[src/rtl/user_id_readout.sv]
// rtl/user_id_readout.sv - snapshots the user project ID and serializes it MSB-first with a parallel sticky copy
// Optional feature macro: USER_ID_PARITY_EN appends one even-parity bit period after the data bits.

module user_id_readout #(
  parameter int ID_WIDTH = 32,
  parameter int CLK_DIV  = 4
) (
  input  logic                wb_clk_i,
  input  logic                wb_rst_i,
  input  logic [ID_WIDTH-1:0] mask_rev,
  input  logic                start,
  input  logic                hold,
  input  logic                abort,
  output logic                busy,
  output logic                sdo,
  output logic                sdo_strobe,
  output logic                done,
  output logic [ID_WIDTH-1:0] id_word,
  output logic                id_valid
);

`ifdef USER_ID_PARITY_EN
  localparam int TOTAL = ID_WIDTH + 1;
`else
  localparam int TOTAL = ID_WIDTH;
`endif
  localparam int CNT_W = (TOTAL > 2) ? $clog2(TOTAL) : 1;
  localparam logic [7:0]       DIV_LAST = 8'(CLK_DIV - 1);
  localparam logic [CNT_W-1:0] BIT_LAST = CNT_W'(TOTAL - 1);

  typedef enum logic [1:0] {
    IDLE,
    SHIFT,
    DONE
  } state_t;

  state_t              state;
  logic [TOTAL-1:0]    shadow;
  logic [ID_WIDTH-1:0] captured;
  logic [CNT_W-1:0]    bit_cnt;
  logic [7:0]          div_cnt;
  logic [TOTAL-1:0]    load_word;
  logic                wrap;

  // The parity bit rides in the shadow LSB so it naturally shifts out last.
`ifdef USER_ID_PARITY_EN
  assign load_word = {mask_rev, ^mask_rev};
`else
  assign load_word = mask_rev;
`endif

  assign wrap       = (div_cnt == DIV_LAST);
  assign sdo        = (state == SHIFT) && shadow[TOTAL-1];
  assign sdo_strobe = (state == SHIFT) && wrap && !hold;

  always_ff @(posedge wb_clk_i) begin
    if (wb_rst_i) begin
      state    <= IDLE;
      busy     <= 1'b0;
      done     <= 1'b0;
      shadow   <= '0;
      captured <= '0;
      bit_cnt  <= '0;
      div_cnt  <= '0;
      id_word  <= '0;
      id_valid <= 1'b0;
    end else begin
      done <= 1'b0;
      case (state)
        IDLE: begin
          if (start) begin
            shadow   <= load_word;
            captured <= mask_rev;
            bit_cnt  <= BIT_LAST;
            div_cnt  <= '0;
            id_valid <= 1'b0;
            busy     <= 1'b1;
            state    <= SHIFT;
          end
        end
        SHIFT: begin
          if (abort) begin
            busy  <= 1'b0;
            state <= IDLE;
          end else if (!hold) begin
            if (wrap) begin
              div_cnt <= '0;
              shadow  <= shadow << 1;
              bit_cnt <= bit_cnt - 1'b1;
              if (bit_cnt == '0) begin
                done  <= 1'b1;
                state <= DONE;
              end
            end else begin
              div_cnt <= div_cnt + 8'd1;
            end
          end
        end
        DONE: begin
          id_word  <= captured;
          id_valid <= 1'b1;
          busy     <= 1'b0;
          state    <= IDLE;
        end
        default: begin
          busy  <= 1'b0;
          state <= IDLE;
        end
      endcase
    end
  end

endmodule

[config.mk]
export PLATFORM = sky130hd
export DESIGN_NAME = user_id_readout
export DESIGN_NICKNAME = d
export VERILOG_FILES = /design/src/rtl/user_id_readout.sv
export SDC_FILE = /design/constraint.sdc
export NUM_CORES = 1
export LEC_CHECK = 0
export ABC_CLOCK_PERIOD_IN_PS = 2300
export CAP_MARGIN = 30
export CORE_ASPECT_RATIO = 0.6
export CORE_MARGIN = 5
export CORE_UTILIZATION = 44
export DETAILED_ROUTE_END_ITERATION = 8
export PLACE_DENSITY = 0.67
export SLEW_MARGIN = 20
export SYNTH_ARGS = -nofsm -noshare
export SYNTH_HDL_FRONTEND = slang
export SYNTH_SLANG_ARGS = --single-unit
[constraint.sdc]
create_clock -name wb_clk_i -period 2.3 [get_ports wb_clk_i]
set_clock_uncertainty 0.05 [all_clocks]
set_input_delay 0.46 -clock wb_clk_i [delete_from_list [all_inputs] [get_ports wb_clk_i]]
set_output_delay 0.46 -clock wb_clk_i [all_outputs]
set_load 0.02 [all_outputs]
==> results.py <==
metrics = {
    "global_routing": {
        "grt_pass1_vias": 4262,
        "grt_pass1_wl_um": 20600,
        "antenna_found_initial": 0,
        "grt_max_degree": 62,
        "grt-ovfl-total": 0,
        "gr-usage-all-layers": 0.197,
    },
    "synth": {
        "synth.yosys.seq_area_share": 0.484,
        "synth_compound_area_frac": 0.224,
        "synth.most_common_cell": "nand2_1",
        "ys_top_cells_by_count": "nand2_1 (196), dfxtp_1 (114), a21oi_1 (102)",
        "yosysWarnings": 0,
        "synthTopCellsByArea": "dfxtp_1 (48%), nand2_1 (16%), a21oi_1 (11%)",
        "synth_nets": 604,
        "netlist_instances": 565,
        "synthAdderAreaFrac": 0.00531,
        "synth.area.mux_share": 0.00212,
        "synth_area_leader_cell": "dfxtp_1",
        "synth_top_family_by_area": "compound AO/OA/AOI/OAI gates",
        "ys_async_sr_fraction": 0,
        "ys_types": 40,
        "avgSynthCellArea_um2": 8.34,
        "synth_edf_count": 0,
        "synth_flop_cell": "dfxtp_1",
        "synthDominantCellAreaShare": 0.484,
        "synth-xor-area-share": 0.00744,
        "syn_area_mm2": 0.00471,
        "synth-simple-area-share": 0.220,
        "ys_seq_elements": 114,
    },
    "sta": {
        "finalHoldViolCount": 0,
        "period_share": 0.932,
        "slew_viol_final": 0,
        "finalSetupTns_ns": 0,
        "clock.fmax_mhz": 467,
        "setup_ws_ns": 0.157,
        "hold_slack_ns": 0.401,
        "layout_min_cycle_time_ns": 2.14,
        "rsz0062_at_grt": "false",
        "slew_headroom": 0.560,
        "setup_viol": 0,
        "tightest_slew_ns": 0.660,
    },
    "clocking": {
        "cts_made_buffers": 17,
        "clock-sinks": 114,
        "htreeDepth": 4,
        "root_buffer": "clkbuf_16",
        "cts_tree": "built",
        "post-cts-setup-buffers": 0,
        "cts_buffer_depth": 2,
        "path_clk_slew_ns": 0.05,
        "clk_latency_ns": 0.42,
    },
    "routing": {
        "antenna_left": 0,
        "drtIter0Drc": 324,
        "route.detailed.drc": 0,
        "drtPass1Iterations": 4,
        "drt-total-wl_um": 12200,
        "vias": 4249,
        "wl_per_cell_um": 15.4,
        "vias_per_cell": 5.39,
    },
    "die": {
        "die_h_um": 90.2,
        "ios": 74,
        "start_util": 0.448,
        "core_area_mm2": 0.0105,
        "die_w_um": 144,
        "fp-row-count": 29,
        "dieArea_mm2": 0.0129,
    },
    "hold_path": {
        "worstHoldStart": "id_word[14]",
        "holdPathEnd": "id_word[14]",
        "min_path_cells": 2,
        "hold_class": "reg2reg",
    },
    "setup_path": {
        "r2r_end": "bit_cnt[4]",
        "worstSetupPathType": "reg2out",
        "crit_arrival_ns": 1.63,
        "r2r_start": "div_cnt[1]",
        "path_max_fanout": 4,
        "required_ns": 1.79,
        "rr_worst_depth": 6,
        "reg2reg_slack_ns": 0.32,
        "end_kind": "output pin",
        "crit_path_start_kind": "flip-flop",
    },
    "cells_and_area": {
        "antenna_cells": 0,
        "nFillCells": 900,
        "post-route-util": 0.606,
        "multi_input_area_mm2": 0.00221,
        "ff_latch_area_mm2": 0.00228,
        "nNetsFinal": 675,
        "areaGrowthSynthToFinish_pct": 35.3,
        "fin_cells": 788,
        "fin_area_mm2": 0.00637,
        "drive_above_1_share": 0.145,
    },
    "placed_design": {
        "place.gp.congestion": 0.868,
        "dp_hpwl_um": 8030,
        "pre_cts_slack_ns": -0.0503,
        "placedCellCount": 756,
        "dpl_cell_area_mm2": 0.00564,
        "io_buffers": 73,
    },
    "flow_run": {
        "max-cap-violations": 0,
    },
    "power_and_ir_drop": {
        "peakVddDrop_uv": 617,
        "power_leakage_nw": 2.26,
        "p_total_mw": 5.87,
        "powerDensity_mw_per_mm2": 920,
    },
    "run_status": {
        "outcome": "completed",
    },
}
[logic make-up (layout without fill, tap and decap cells)]
family                     Yosys count  after routing
and+or+nand+nor                    242            242
AOI/OAI and AO/OA                  151            151
DFF                                114            114
buffers and inverters               51            135
xor gates and xnor gates             4              4
adders and majority gates            2              2
muxes                                1              1
[critical path, stage by stage, from the launching register on]
cell and delay [ns]:
dfxtp_1 0.35, ha_2 0.22, nor4b_4 0.23, nand2_1 0.13, nor3_2 0.12, buf_2 0.18
[layout by cell type (no fill, tap or decap), types with 3 or more instances in the layout]
master,n
buf_4,22
nor2_1,5
clkbuf_8,3
o21ai_0,4
a311oi_1,11
a21oi_1,102
nor3_1,11
dfxtp_1,114
inv_1,4
nand3_1,5
clkbuf_16,17
clkdlybuf4s50_1,70
a31oi_1,4
bufinv_16,7
nand2b_1,4
buf_12,5
a311oi_2,22
or3_1,3
clkinvlp_4,3
nand2_1,196
[per-layer routing]
layer	vias up	wire length [um]	GRT usage
met2	121	5400	0.293
met5	-	0	0
met1	2018	5690	0.266
li1	2090	-	-
met3	20	841	0.0636
met4	0	218	0.0752
[where the power goes]
group	switching, mW	internal (mW)	leakage, nW
clock network	0.938	2.23	0.339
logic	0.309	0.242	0.993
registers	0.0612	2.08	0.932
[layout make-up]
| type | count | share of cell area |
|---|---|---|
| clock inverters | 12 | 0.0393 |
| flip-flops and latches | 114 | 0.358 |
| repair buffers | 99 | 0.154 |
| inverters | 4 | 0.00236 |
| multi-input cells | 400 | 0.346 |
| well taps | 139 | 0.0273 |
| clock buffers | 20 | 0.0732 |
[worst max path at each step]
stage               start    endpoint
2_1_floorplan  div_cnt[0]  sdo_strobe
3_3_place_gp   div_cnt[0]  sdo_strobe
3_5_place_dp   div_cnt[1]  sdo_strobe
4_1_cts        div_cnt[1]  sdo_strobe
5_1_grt        div_cnt[1]  sdo_strobe
6_report       div_cnt[1]  sdo_strobe
[flip-flops by register name (all words and copies together) (netlist names)]
signal    count
done          1
shadow       32
bit_cnt       5
state         2
div_cnt       8
id_word      32
captured     32
id_valid      1
busy          1
[what timing repair did]
item                       CTS  global route
resized for setup            7             3
setup endpoints to repair    2             1
hold buffers                 0             0
(Power assumes the default switching activity.)
